--- config.mk ---
export PLATFORM = sky130hd
export DESIGN_NAME = fetch_sequencer
export DESIGN_NICKNAME = d
export VERILOG_FILES = /design/src/rtl/seq_pkg.sv /design/src/rtl/seq_counter.sv /design/src/rtl/fetch_sequencer.sv
export SDC_FILE = /design/constraint.sdc
export NUM_CORES = 1
export LEC_CHECK = 0
export CORE_MARGIN = 2
export CORE_UTILIZATION = 32
export CTS_CLUSTER_SIZE = 30
export DETAILED_ROUTE_END_ITERATION = 10
export GPL_TIMING_DRIVEN = 0
export PLACE_DENSITY = 0.78
export SYNTH_ARGS = -nofsm -noshare
export SYNTH_HDL_FRONTEND = slang
export SYNTH_SLANG_ARGS = --single-unit
--- constraint.sdc ---
create_clock -name Clock -period 1.9 [get_ports Clock]
set_input_delay 0.285 -clock Clock [delete_from_list [all_inputs] [get_ports Clock]]
set_output_delay 0.285 -clock Clock [all_outputs]
set_load 0.02 [all_outputs]
--- src/rtl/seq_pkg.sv ---
// Shared types and constants for the instruction fetch/timing sequencer.
package seq_pkg;

    typedef enum logic [2:0] {
        S_IDLE    = 3'd0,
        S_FETCH_L = 3'd1,
        S_FETCH_H = 3'd2,
        S_EXEC    = 3'd3,
        S_HALT    = 3'd4
    } state_e;

    localparam logic [1:0] ARF_DEC  = 2'b00;
    localparam logic [1:0] ARF_INC  = 2'b01;
    localparam logic [1:0] ARF_LOAD = 2'b10;
    localparam logic [1:0] ARF_CLR  = 2'b11;

    localparam logic [3:0] REGSEL_NONE = 4'b1111;
    localparam logic [3:0] REGSEL_PC   = 4'b0111;

    localparam logic [1:0] IR_LOAD = 2'b10;
    localparam logic [1:0] IR_HOLD = 2'b00;

    localparam logic [2:0] T_FETCH_L = 3'd0;
    localparam logic [2:0] T_FETCH_H = 3'd1;
    localparam logic [2:0] T_EXEC0   = 3'd2;
    localparam logic [2:0] T_SAT     = 3'd7;

    // Opcode field of a 16-bit instruction word.
    function automatic logic [3:0] opcode_of(input logic [15:0] ir);
        return ir[15:12];
    endfunction

endpackage

--- src/rtl/seq_counter.sv ---
// 3-bit timing counter: synchronous clear, increment that saturates at 7, async reset.
module seq_counter
    import seq_pkg::*;
(
    input  logic       clk_i,
    input  logic       rst_i,
    input  logic       clr_i,
    input  logic       inc_i,
    output logic [2:0] cnt_o
);

    logic [2:0] cnt_q;
    logic [2:0] cnt_d;

    always_comb begin
        cnt_d = cnt_q;
        if (clr_i) begin
            cnt_d = 3'd0;
        end else if (inc_i && (cnt_q != T_SAT)) begin
            cnt_d = cnt_q + 3'd1;
        end
    end

    always_ff @(posedge clk_i or posedge rst_i) begin
        if (rst_i) begin
            cnt_q <= 3'd0;
        end else begin
            cnt_q <= cnt_d;
        end
    end

    assign cnt_o = cnt_q;

endmodule

--- src/rtl/fetch_sequencer.sv ---
// Fetch/execute sequencer: two-byte instruction fetch, execute timing counter,
// halt detection and execute timeout for the ALU_System datapath.
module fetch_sequencer
    import seq_pkg::*;
#(
    parameter int unsigned MAX_EXEC_CYCLES = 6,
    parameter logic [3:0]  HALT_OPCODE     = 4'hF
) (
    input  logic        Clock,
    input  logic        Reset,
    input  logic        Enable,
    input  logic        ExecDone,
    input  logic [15:0] IROut,
    output logic [1:0]  ARF_FunSel,
    output logic [3:0]  ARF_RegSel,
    output logic [1:0]  ARF_OutDSel,
    output logic        IR_LH,
    output logic        IR_Enable,
    output logic [1:0]  IR_Funsel,
    output logic        Mem_CS,
    output logic        Mem_WR,
    output logic [2:0]  T,
    output logic [3:0]  Opcode,
    output logic        Halted,
    output logic        Fault
);

    localparam logic [2:0] T_LAST = 3'(MAX_EXEC_CYCLES + 1);

    state_e state_q, state_d;
    logic   fault_q, fault_d;
    logic   cnt_clr, cnt_inc;
    logic   is_fetch;

    seq_counter u_counter (
        .clk_i (Clock),
        .rst_i (Reset),
        .clr_i (cnt_clr),
        .inc_i (cnt_inc),
        .cnt_o (T)
    );

    assign Opcode = opcode_of(IROut);

    always_comb begin
        state_d = state_q;
        fault_d = 1'b0;
        cnt_clr = 1'b0;
        cnt_inc = 1'b0;
        unique case (state_q)
            S_IDLE: begin
                cnt_clr = 1'b1;
                if (Enable) begin
                    state_d = S_FETCH_L;
                end
            end
            S_FETCH_L: begin
                cnt_inc = 1'b1;
                state_d = S_FETCH_H;
            end
            S_FETCH_H: begin
                cnt_inc = 1'b1;
                state_d = S_EXEC;
            end
            S_EXEC: begin
                // Halt check comes first, so a decoder's ExecDone for the halt opcode is moot.
                if ((T == T_EXEC0) && (Opcode == HALT_OPCODE)) begin
                    state_d = S_HALT;
                    cnt_clr = 1'b1;
                end else if (ExecDone || (T == T_LAST)) begin
                    state_d = Enable ? S_FETCH_L : S_IDLE;
                    cnt_clr = 1'b1;
                    fault_d = ~ExecDone;
                end else begin
                    cnt_inc = 1'b1;
                end
            end
            S_HALT: begin
                cnt_clr = 1'b1;
            end
            default: begin
                state_d = S_IDLE;
                cnt_clr = 1'b1;
            end
        endcase
    end

    always_ff @(posedge Clock or posedge Reset) begin
        if (Reset) begin
            state_q <= S_IDLE;
            fault_q <= 1'b0;
        end else begin
            state_q <= state_d;
            fault_q <= fault_d;
        end
    end

    // Moore decode: reset drops state_q asynchronously, so controls go inactive at once.
    assign is_fetch = (state_q == S_FETCH_L) || (state_q == S_FETCH_H);

    always_comb begin
        ARF_FunSel  = ARF_INC;
        ARF_OutDSel = 2'b00;
        Mem_WR      = 1'b0;
        Mem_CS      = ~is_fetch;
        IR_Enable   = is_fetch;
        IR_LH       = (state_q == S_FETCH_H);
        IR_Funsel   = is_fetch ? IR_LOAD : IR_HOLD;
        ARF_RegSel  = is_fetch ? REGSEL_PC : REGSEL_NONE;
    end

    assign Halted = (state_q == S_HALT);
    assign Fault  = fault_q;

endmodule

### After elaboration in Yosys (flattened, before gate mapping)

Index checks and enable logic that the tools add are counted.

* bits of input ports: 20
* word-level logic and storage cells: 43
* bits in registers: 7

* bitwise operators: 3
* multiplexer cells: 18
* reductions and logical operators: 8
* add/sub/neg operators: 1
* equality and inequality tests: 10

Operators by type and width (count)
* $mux W3: 5
* $pmux W3 S5: 1
* $eq A3 B2 Y1 const B: 3
* $mux W1: 8
* $eq A3 B3 Y1 const B: 2
* $ne A3 B3 Y1 const B: 2
* $eq A4 B4 Y1 const B: 1
* $mux W4: 1
* $pmux W1 S2: 2
* $add A3 B1 Y3 const B: 1
* $eq A3 B1 Y1 const B: 1
* $logic_not A3 Y1: 1
* $not A1 Y1: 3
* $reduce_and A3 Y1: 1
* $logic_and A1 B1 Y1: 2
* $logic_or A1 B1 Y1: 2
* $mux W2: 1
* $ne A2 B2 Y1 const B: 1
* $reduce_bool A2 Y1: 1
* $reduce_or A2 Y1: 1

### Logic depth before layout (Yosys ltp)

Gate-level depths: netlist of run 1.

* word-level depth: 8
* depth in mapped cells: 6

### Cells and area by module

From an unflattened synthesis of run 1, not the netlist that was laid out.

* cell total of the unflattened synthesis: 58
* area total of the unflattened synthesis: 554.3 um2

By module, submodules not included
* fetch_sequencer: seq. area each 100.1 um2, cells an instance 42, area each 366.6 um2, times used 1
* seq_counter: seq. area each 75.1 um2, cells an instance 16, area each 187.7 um2, times used 1

### Worst setup path before layout of run 1

OpenSTA, ideal clock, no wires.

* path type: flip-flop to flip-flop
* start point: register u_counter.cnt_q[0] (netlist: u_counter.cnt_o[0])
* end point: register u_counter.cnt_q[0] (netlist: u_counter.cnt_o[0])
* data arrival time: 1.433 ns
* data required time: 1.766 ns
* cell stages (with the launch flop): 7
* library setup time: 0.134 ns
* path slack: 0.332 ns
* buffers on the path: 1
* clock period less this slack: 1.568 ns
* cells stage by stage: dfrtp_1 ha_1 ha_1 buf_2 and2_1 o211ai_1 o31ai_1

* word-level cells in the longest chain between the ends: 7
* elaborated cells between the ends (all ways): 16

Ends and longest elaborated chain
* start, declared: line seq_counter.sv:12 `logic [2:0] cnt_q;`
* start signal, assigned: line seq_counter.sv:28 `cnt_q <= cnt_d;`
* $eq A3 B3 Y1: line fetch_sequencer.sv:70 `end else if (ExecDone || (T == T_LAST)) begin`
* $logic_or A1 B1 Y1: line fetch_sequencer.sv:70
* $mux W1: line fetch_sequencer.sv:70
* $mux W1: line fetch_sequencer.sv:67 `if ((T == T_EXEC0) && (Opcode == HALT_OPCODE)) begin`
* $pmux W1 S2: line fetch_sequencer.sv:50 `unique case (state_q)`
* $logic_and A1 B1 Y1: line seq_counter.sv:19 `end else if (inc_i && (cnt_q != T_SAT)) begin`
* $reduce_bool A2 Y1 (no source line)

Several ways; a longest one is shown, not always the timed one. The select of a mux whose other input is x is not followed.
A chain may end at the register's enable or synchronous reset.

### Final worst setup path of run 1

* start point: register state_q[0]
* end point: output IR_Funsel[1]

* word-level cells in the longest chain between the ends: 3
* elaborated cells between the ends (all ways): 4

Ends and longest elaborated chain
* start, declared: line fetch_sequencer.sv:30 `state_e state_q, state_d;`
* start signal, assigned: line fetch_sequencer.sv:93 `state_q <= state_d;`
* $eq A3 B1 Y1 / $eq A3 B2 Y1 (equally long branches): line fetch_sequencer.sv:99 `assign is_fetch = (state_q == S_FETCH_L) || (state_q == S_FETCH_H);`
* $logic_or A1 B1 Y1 (*): line fetch_sequencer.sv:99
* $mux W2 (*): line fetch_sequencer.sv:108 `IR_Funsel = is_fetch ? IR_LOAD : IR_HOLD;`
* end, declared: line fetch_sequencer.sv:19 `output logic [1:0] IR_Funsel,`

Mark *: on every way between the ends. The rest lies on a longest branch, timed or not.

==> results, run 1 <==
- The logic depth of the worst register-to-register path is 6.
- Setup violations remaining at the end of the flow were counted as 0.
- Cell internal power was estimated by the tool at just over 700 uW.
- The H-tree level count is 1.
- The clock latency on the worst-skew pair is roughly 250 ps.
- The initial utilization of the core area, before any placement, comes to about a third.
- The critical path is of the flip-flop to output port type.
- Summed over all instances, the cell type with the most area after synthesis is dfrtp_1.
- In this run, distinct cell masters in the synthesized netlist total 26.
- The share of the cycle needed by the critical path after routing is about 96%.
- The kind of end point of the critical path is an output port.
- Summing all flip-flop and latch instances after layout gives around 180 um^2.
- Across the run, the number of max-cap violations was 0.
- The worst setup slack for register-to-register paths is a little over 300 ps.
- Pin placement for this block handled 43 I/O pins.
- The wire length of the first global-routing pass is 1.96 mm.
- Cells with a size suffix above 1 make up between 20% and 30% of the layout.
- The portion of total power attributed to the clock network is between 10% and 20%.
- Setup repair after global routing left no endpoint under its margin.
- Dividing the detail-routed via count by the number of cells gives around 4.3.
- For the worst setup path, the data required time is 1620 ps.
- At the end of routability-driven placement, the weighted congestion stood at ~0.73.
- The combinational share of power is between 60% and 70%.
- Once routing completed, OpenROAD measured the worst setup slack at ~79 ps.
- On the final layout, the worst clock skew is roughly 0.16 ps.
- The count of warnings emitted by yosys is 0.
- The die area is ~2100 um^2.
- TritonCTS built the clock tree.
- Buffers placed on the I/O ports in this run total 21.
- The largest voltage drop on the vdd net is ~1.0 mV.
- The number of flip-flops and latches in the synthesized netlist is 7.
- The maximum buffer depth of the clock tree is 2.
- Row generation in the floorplan step produced 15 rows.
- The capture point of the worst reg-to-reg path is u_counter.cnt_o[2].
- The via count is 489.
- For this run, design rule violations remaining after detail routing come to 0.
- The number of antenna violations at the first check in global routing is 0.
- The length of the first detailed-routing pass in iterations is 3.
- Of the total power, the share spent switching nets is a little over two fifths.
- The vertical die dimension is 45.7 um.
- The root buffer selected by CTS is clkbuf_4.
- The detail route stage leaves a number of antenna-violating nets equal to 0.
- For this design the total switching power over the nets is approximately 550 uW.
- The aggregate global-route resource usage is roughly an eighth.
- Yosys attributes the largest share of cell area to dfrtp_1 32%, buf_4 20%, ha_1 6.8%, o211ai_1 5.4%, inv_1 3.4%.
- Prior to clock tree synthesis, the placed netlist has a worst setup slack of -27.1 ps.
- The worst path needs 1820 ps of the cycle, external delays included.
- In this run, flip-flops and latches consume 21.7% of the power.
- Once placement finished, the instance area stood at approximately 810 um^2.
- The worst setup path is launched from a flip-flop.
- After routing, the total negative slack on setup checks comes to 0 ps.
- The placeable core region is about 1700 um^2.
- The via count of the first global-routing pass was 447.
- The count of final hold-check violations is 0.
- Summed over all layers, the global routing overflow is 0.
- The final-stage net count is around 120.
- In this run the power density over the cells is 1470 nW/um^2.
- The share of the yosys chip area belonging to registers is a little under a third.
- The finished cells cover 857 um^2.
- Synthesis handed over a netlist of between 60 and 70 instances.
- The cell area that synthesis handed to floorplanning was about 560 um^2.
- Detailed placement ended at an HPWL of 948 um.
- The type of the most critical hold path is input pin to asynchronous set/reset pin.
- The average wire length per cell after detail routing is 10.4 um.
- The startpoint identified for the worst register-to-register timing path is u_counter.cnt_o[0].
- The floorplan step set the die width to 45.7 um.
- The final number of max-transition violations is 0.
- The area taken by multi-input logic gates is about 270 um^2.
- The number of clock sinks seen by CTS is 7.
- Based on the critical path, the design can be clocked at up to between 0.5 and 0.6 GHz.
- The run finished with clean final reports.
- The critical-path maximum fanout is 6.
- The maximum number of pins on one net before global-route repair is 11.
- Summed over its instances, the top area cell type makes up a little under a third of the synthesized netlist area.
- For this design, the CTS-stage hold fixing added 0 buffers.
- Data arrives at the worst endpoint at ~1500 ps.
- The routed design has around 1.2 mm of wire.
- The filler cells instantiated in the layout total ~160.
- The area growth from synthesis to layout is 54.3%.
- Hold timing on the final database bottoms out at a slack of approximately 270 ps.
- The static leakage is 0.000446 uW.
- The number of buffers inserted during clock tree synthesis is 3.
- The number of diodes is 0.
- The CTS clock-pin slew for the worst setup and hold paths is about 50 ps.
- The completed layout was analyzed and its total power is ~1300 uW.
- The number of design-rule violations left by the first detailed-router iteration is 2.
- The post-synthesis area per instance is just under 9 um^2.
==> cell type report <==
cell class / count / share of cell area, %
well taps: 17 / 2.48
inverters: 6 / 2.63
multi-input cells: 41 / 32.0
flip-flops and latches: 7 / 20.4
repair buffers: 23 / 25.7
clock buffers: 4 / 3.07
plain buffers: 16 / 13.7
==> power by group through the flow <==
stage               Clock [uW]  Sequential, uW  Combinational (uW)
floorplan                    0             282                 507
global placement             0             264                 829
detailed placement           0             269                 845
CTS                        139             273                 791
global route               148             287                 927
finish                     135             275                 854
==> how the worst max path moves through the flow <==
stage	from	end	slack, ps	cells past startpoint
2_1_floorplan	u_counter.cnt_o[0]	u_counter.cnt_o[0]	330	6
3_3_place_gp	state_q[1]	ARF_RegSel[3]	-30	5
3_5_place_dp	state_q[1]	ARF_RegSel[3]	-30	5
4_1_cts	state_q[1]	ARF_RegSel[3]	-10	5
5_1_grt	state_q[0]	IR_Funsel[1]	20	4
6_report	state_q[0]	IR_Funsel[1]	80	4
==> registers in the layout, indices dropped and copies added, names as in the netlist <==
signal / cells
u_counter.cnt_o: 3
state_q: 3
Fault: 1
==> repair_timing <==
| action | in CTS | in global routing |
|---|---|---|
| pin swaps | 0 | 1 |
| resized for setup | 6 | 2 |
| endpoints found under the hold margin | 0 | 0 |
| setup endpoints to repair | 5 | 3 |
| setup buffers | 0 | 2 |
==> logic make-up (layout without fill, tap and decap cells) <==
kind of cell	after synthesis	after routing	share of synthesized area, %
other	2	9	1.35
AOI/OAI and AO/OA	12	12	16.7
xor gates and xnor gates	1	1	1.58
and+or+nand+nor	16	16	16.9
adders and majority gates	3	3	6.76
buffers and inverters	22	49	25.2
DFF	7	7	31.5
==> cells in the mapped netlist <==
cell / count
dfrtp_1: 7
and2_1: 2
nor2b_1: 1
ha_1: 3
xor2_1: 1
inv_1: 5
a41o_2: 1
nand4_1: 1
and2_0: 1
and4bb_1: 1
buf_4: 15
and3_2: 1
nand2b_1: 1
o31ai_1: 2
inv_2: 1
a211oi_1: 1
and2_4: 1
nand2_1: 1
o211ai_1: 4
o21ai_2: 2
nor2_1: 5
conb_1: 2
o22ai_1: 1
nor3_1: 1
buf_2: 1
a21oi_1: 1
==> cell usage in the layout (no fill, tap or decap), drive strengths merged <==
cell	count
buf	19
clkdlybuf4s50	15
conb	9
dfrtp	7
inv	6
nor2	5
o211ai	4
dlygate4sd2	4
clkbuf	4
and2	4
ha	3
o21ai	2
o31ai	2
nand2b	1
nand4	1
nor3	1
a41o	1
and4bb	1
xor2	1
o22ai	1
a21oi	1
a211oi	1
and3	1
nor2b	1
nand2	1
dlymetal6s2s	1
==> layer usage <==
metal  wire [um]  up-vias  track usage (%)  share of wire (%)
li1            -      253                -                  -
met1         502      224             17.3                 42
met2         631       12             20.0                 53
met3          55        0             1.59                4.6
met4           0        0             7.06                  0
met5           0        -                0                  0
==> critical path, stage by stage, from the launching register on <==
cell and delay, ps:
dfrtp_1 460, xor2_2 230, and2_4 180, buf_4 90
dlygate4sd2_1 320
==> per-stage QoR <==
step,util [%],cells
after floorplan,-,70
after global placement,48.7,108
after detailed placement,48.7,108
after CTS,50.3,112
after global routing,51.3,114
final,51.3,114
(Power assumes the default switching activity.)
==> run 2, diff against run 1 <==
==> constraint.sdc (replaced) <==
create_clock -name Clock -period 2 [get_ports Clock]
set_input_delay 0.3 -clock Clock [delete_from_list [all_inputs] [get_ports Clock]]
set_output_delay 0.3 -clock Clock [all_outputs]
set_load 0.02 [all_outputs]
==> run 2 against run 1 <==
- sequential power is 6% lower
- non-clock buffer count fell by 2
- global-route usage did not move
- design area fell by 1.5%
- via count down 0.20%
- sequential share of layout area grew 0.30 points
- first-iteration DRC count grew to 3.5 times the previous value
- critical path depth is 1 higher
- flip-flop and latch count stayed put
- combinational power fell by 13%
==> results, run 2 (same netlist as run 1, synthesis figures left out) <==
- The vertical die dimension is ~46 um.
- The routed length on met3 is 53 um.
- Clock-pin slew was measured on the worst setup and hold paths at around 50 ps.
- The first global-routing pass estimated 1.96 mm of wire.
- The number of diodes is 0.
- The launch point of the critical path is state_q[0].
- The number of buffers inserted during clock tree synthesis is 3.
- The overall power of the completed layout is between 1000 and 1500 uW.
- Detailed placement finished with a half-perimeter wire length of 948 um.
- The I/O pin count is 43.
- The number of antenna violations at the first check in global routing was 0.
- In this design, the stage delay of the slowest critical-path cell is between 400 and 500 ps.
- The power per standard cell area is roughly 1300 nW/um^2.
- The total grt overflow is 0.
- The worst setup slack for register-to-register paths is 440 ps.
- Entering global routing, the biggest net connects 11 pins.
- The final weighted congestion of routability-driven global placement is around 0.73.
- The number of clock sinks seen by CTS is 7.
- For this run, the post-layout net count is 119.
- For the final routed database, the setup TNS stands at 0 ps.
- The run finished with clean final reports.
- The critical path endpoint is ARF_RegSel[3].
- Between clock sinks in the finished design, the worst skew comes to roughly 3.5 ps.
- The maximum achievable frequency is 0.519 GHz.
- The number of buffers inserted by port buffering is 21.
- Once the clock tree was built, the setup fixing pass inserted 0 buffers.
- The final count of negative-setup-slack endpoints is 0.
- After detailed routing, the number of vias per cell comes to 4.36.
- After floorplanning, the core was divided into 15 placement rows.
- The routed length on met2 is between 500 and 600 um.
- The number of max-capacitance violations reported is 0.
- IR analysis of the VDD net gives a maximum drop of 0.902 mV.
- The TritonCTS clock tree is built.
- From left edge to right edge, the die measures between 40 and 50 um.
- The critical path class is flip-flop to output port.
- The most common library cell in the layout ignoring fill and taps is clkdlybuf4s50_1.
- The routed wire length is 1.15 mm.
- The first detailed-routing pass ran for 4 iterations.
- The via count of the first global-routing pass came to between 400 and 500.
- The number of nets with antenna violations after routing is 0.
- The worst path in the final design needs a cycle of just under 2000 ps, including I/O delays and setup.
- The top cell types in the final layout, fill and taps aside, are 16 x clkdlybuf4s50_1, 15 x buf_4, 9 x conb_1.
- The worst setup path is captured at an output port.
- The number of remaining DRC errors is 0.
- The startpoint of the worst-slack reg-to-reg timing path is u_counter.cnt_o[0].
- The critical path goes through xor2_2 > and2_4 > inv_2 > buf_4 > dlygate4sd2_1.
- The count of fill cells added during filler insertion is 156.
- For the worst setup path, the data required time is 1700 ps.
- The number of cells on the worst reg-to-reg path is 6.
- The H-tree level count is 1.
- Clock tree synthesis selected as its root buffer the cell clkbuf_4.
- The die area is 2090 um^2.
- The starting utilization of the core area is 33.3%.
- The data arrival at the endpoint of the critical path is roughly 1600 ps.
- For this design the static power due to leakage is 0.000437 uW.
- The detailed router placed 488 vias in this run.
- After clock tree synthesis, the flow added hold-fix buffers numbering 0.
- The area growth from synthesis to layout is 52.0%.
- Setup repair after global routing left no endpoint under its margin.
- The clock passes through at most 2 buffers.
- STA classifies the critical path startpoint as a flip-flop.
- The highest layer touched by signal routing is met3.
- After detailed routing, the average wire length per cell comes to between 10 and 15 um.
- The cell with the biggest individual delay on the critical path is dfrtp_1.
- Measured on the finished design, the core utilization comes to between 50% and 60%.
- For this block, wires on met1 add up to about 490 um.
- The count of final hold-check violations is 0.
- The type of the most critical hold path is input pin to asynchronous set/reset pin.
- The critical-path maximum fanout is 6.
- The aggregate global-route resource usage is roughly 13%.
- The final number of max-transition violations is 0.
- The worst register-to-register path ends at u_counter.cnt_o[0].
- For the worst-skew pair, the clock arrives at the later sink with an insertion delay of between 200 and 300 ps.
- The first routing iteration left 7 violations.
- Of the available clock period, the critical path in the final layout requires a little over nine tenths.
- In the final layout, the share of cells above drive strength 1 is 27.4%.
- The floorplan step defined a core boundary enclosing roughly 1700 um^2.
-- run 2: cell type report --
| cell class | instances | area (um^2) | share of cell area, % |
|---|---|---|---|
| clock buffers | 4 | 26.3 | 3.11 |
| repair buffers | 21 | 208 | 24.6 |
| inverters | 6 | 22.5 | 2.67 |
| well taps | 17 | 21.3 | 2.52 |
| plain buffers | 16 | 118 | 13.9 |
| multi-input cells | 41 | 274 | 32.4 |
| flip-flops and latches | 7 | 175 | 20.7 |
-- run 2: metrics by stage --
step,hold WS [ps],instance area (um^2),std cells,worst slack [ps]
finish,293,845,112,71.7
global route,303,845,112,2.52
CTS,295,842,112,30.7
detailed placement,450,813,108,57.9
global placement,433,813,108,54.4
floorplan,103,582,70,432
-- run 2: worst min-delay path by stage --
stage | from | end | slack [ps] | cells past startpoint
floorplan | Reset | Fault | 100 | 1
detailed placement | state_q[2] | state_q[0] | 450 | 1
global placement | state_q[2] | state_q[0] | 430 | 1
finish | Reset | u_counter.cnt_o[2] | 290 | 2
CTS | Reset | u_counter.cnt_o[2] | 300 | 2
global route | Reset | u_counter.cnt_o[2] | 300 | 2
-- run 2: per-layer routing --
layer | GRT usage (%) | up-vias
met5 | 0 | -
met4 | 7.06 | 0
met3 | 1.59 | 0
met2 | 20.0 | 12
met1 | 17.3 | 223
li1 | - | 253
-- run 2: worst max-delay path: cells and delay by family (launching register included) --
| kind | cells | cell delay (ps) |
|---|---|---|
| AND/OR/NAND/NOR | 1 | 200 |
| flip-flops | 1 | 450 |
| XOR/XNOR | 1 | 270 |
| buffers and inverters | 3 | 480 |
-- run 2: what timing repair did --
action                     4_1_cts  5_1_grt
pin swaps                        0        1
gates resized for setup          5        1
setup endpoints to repair        4        2
-- run 2: where the power goes --
group          switching [uW]  internal, uW
sequential               68.5           190
combinational             387           359
clock                    49.5          76.0
total                     505           625
==> run 3, diff against run 2 <==
--- a/config.mk
+++ b/config.mk
@@ -10,7 +10,7 @@
 export CTS_CLUSTER_SIZE = 30
 export DETAILED_ROUTE_END_ITERATION = 10
 export GPL_TIMING_DRIVEN = 0
-export PLACE_DENSITY = 0.78
+export PLACE_DENSITY_LB_ADDON = 0.2
 export SYNTH_ARGS = -nofsm -noshare
 export SYNTH_HDL_FRONTEND = slang
 export SYNTH_SLANG_ARGS = --single-unit
==> run 3 against run 2 <==
- critical path depth did not move
- worst hold slack got worse by 21 ps
- wire length grew 1.7%
- highest routed layer is now met4
- register-to-register slack about the same
- critical path type unchanged
- flip-flop and latch count unchanged
- die area unchanged
- via count up 2.3%
- first-iteration DRC count down 29%
- combinational power rose by 3.1%
- count of clock-buffer cells in the layout did not move
==> results, run 3 (same netlist as run 1, synthesis figures left out) <==
- The count of final hold-check violations came to 0.
- The H-tree level count is 1.
- The final number of max-transition violations is 0.
- The first global-routing pass estimated around 1.8 mm of wire.
- The vertical die dimension is 45.7 um.
- The delay of the slowest cell on the worst path is ~460 ps.
- Detailed placement finished with a half-perimeter wire length of around 900 um.
- 0 antenna diodes ended up in the layout.
- Compared with the post-synthesis result, the final layout area differs by 53.4%.
- The total net switching power is a little over 500 uW.
- STA puts the critical path data arrival time at between 1500 and 2000 ps.
- The via density per instance is about 4.4.
- The number of buffers inserted by port buffering is 21.
- Setup slack on the worst reg-to-reg path comes out at approximately 430 ps.
- The final weighted congestion of routability-driven global placement is 0.725.
- The startpoint kind of the worst setup timing path is a flip-flop.
- Setup violations remaining at the end of the flow were counted as 0.
- On the final layout, the worst clock skew is ~13 ps.
- The logic depth of the worst register-to-register path is 6.
- The number of max-capacitance violations reported is 0.
- Internal power comes to approximately 650 uW.
- The worst setup path is captured at an output port.
- The clock latency on the worst-skew pair is about 270 ps.
- The number of clock sinks seen by CTS is 7.
- Counting the buffers created by CTS gives 3.
- Global routing consumed, over all layers together, 12.5% of the routing resources.
- The maximum number of pins on one net before global-route repair is 11.
- For this run, design rule violations remaining after detail routing come to 0.
- The floorplan step set the die width to roughly 46 um.
- For the worst setup path, the data required time is 1700 ps.
- The number of cell rows is 15.
- The CTS clock-pin slew for the worst setup and hold paths is roughly 60 ps.
- The via count is between 400 and 500.
- For this configuration, the core starts out at a cell density of between 30% and 40%.
- The clock network burns 11.8% of the power.
- The count of hold-fix buffers inserted at cts is 0.
- Sequential cells account for between 20% and 30% of the total power.
- The library cells used most frequently in the layout, excluding fill and tap cells, are 16 x buf_4, 16 x clkdlybuf4s50_1, 9 x conb_1.
- The summed negative setup slack over all endpoints is 0 ps.
- The largest voltage drop on the vdd net is 0.665 mV.
- OpenSTA, run right after detailed placement, puts the worst setup slack at about 24 ps.
- After global routing the overflow that remains totals 0.
- The TritonCTS clock tree is built.
- In the final layout, the share of cells above drive strength 1 is 29.2%.
- The power per standard cell area is 1370 nW/um^2.
- The flow ran to the end, and the final reports show no timing, DRC or antenna violations.
- The critical path class is flip-flop to output port.
- The critical path goes through xor2_2 > and2_4 > inv_2 > buf_4 > dlygate4sd2_1.
- The average wire length per cell after detail routing is around 10 um.
- The pre-antenna-repair detailed-routing pass consisted of 2 iterations.
- The type of the most critical hold path is input pin to asynchronous set/reset pin.
- Of all nets on the critical path, the largest fanout is 6.
- The startpoint identified for the worst register-to-register timing path is u_counter.cnt_o[0].
- The minimum clock period after layout is between 1500 and 2000 ps.
- The root buffer selected by CTS is clkbuf_4.
- The number of antenna violations at the first check in global routing is 0.
- Of the total power, the share spent switching nets is roughly 44%.
- Setup repair after global routing left no endpoint under its margin.
- After detailed routing, the total wire length is 1.16 mm.
- The maximum achievable frequency is 0.525 GHz.
- The clock passes through at most 2 buffers.
- The die area is roughly 2100 um^2.
- The cell with the biggest individual delay on the critical path is dfrtp_1.
- The final-stage net count is 120.
- For this block, the initial DRC count from the detailed router was 5.
- The number of nets with antenna violations after routing is 0.
- Pin placement for this block handled 43 I/O pins.
- The worst path meets setup with roughly 97 ps of slack.
- Combinational cells account for about 66% of the total power.
- The via count of the first global-routing pass is between 300 and 400.
- After layout, the worst path uses a little over nine tenths of the clock period.
- The static leakage is around 0.00044 uW.
- The placeable core region is 1670 um^2.
- In this run the critical register-to-register path is captured at u_counter.cnt_o[0].
- Tracing the worst setup path back leads to its startpoint at state_q[0].
## run 3: cell types whose count changed in the layout (fill, tap and decap cells not counted), sizes merged
cell,delta
buf,+1
## run 3: worst max path at each step
| stage | to | slack (ps) | depth (start not counted) |
|---|---|---|---|
| 2_1_floorplan | u_counter.cnt_o[0] | 430 | 6 |
| 3_3_place_gp | ARF_RegSel[3] | 30 | 5 |
| 3_5_place_dp | ARF_RegSel[3] | 20 | 5 |
| 4_1_cts | Halted | 20 | 3 |
| 5_1_grt | ARF_RegSel[3] | 40 | 5 |
| 6_report | ARF_RegSel[3] | 100 | 5 |
## run 3: stage by stage
step	cell area, um^2	std cells	hold slack, ps	power, uW	utilization, %
6_report	852	113	272	1170	51.0
5_1_grt	852	113	297	1260	51.0
4_1_cts	850	113	280	1170	50.9
3_5_place_dp	813	108	445	1050	48.7
3_3_place_gp	813	108	447	1040	48.7
2_1_floorplan	582	70	103	750	-
## run 3: critical path, delay by kind of cell, from the launching register on
kind,cells,cell delay (ps)
buf+inv,3,480
flops,1,460
xor+xnor,1,210
simple gates,1,180
## run 3: power by group through the flow
stage / logic (uW) / clock network [uW] / registers (uW)
6_report: 769 / 138 / 261
5_1_grt: 845 / 144 / 268
4_1_cts: 777 / 139 / 259
3_5_place_dp: 801 / 0 / 253
3_3_place_gp: 789 / 0 / 252
2_1_floorplan: 481 / 0 / 268
## run 3: metal layers
layer | part of all wire [%] | vias up | track usage [%]
met5 | 0 | - | 0
met3 | 7.0 | 4 | 6.75
met2 | 49 | 15 | 18.3
met1 | 42 | 222 | 14.4
li1 | - | 258 | -
met4 | 2.3 | 0 | 7.06
## run 3: what timing repair did
item,in CTS,in global routing
endpoints found under the hold margin,0,0
pin swaps,1,0
setup endpoints to repair,4,2
gates cloned,0,0
resized for setup,5,2
buffers inserted,1,0
## run 3: final cells by class
class	instances	area, um^2
fill	175	818
multi-input combinational	41	274
timing repair buffer	22	215
sequential	7	175
buffer	16	118
clock buffer	4	26.3
inverter	6	22.5
tap	17	21.3
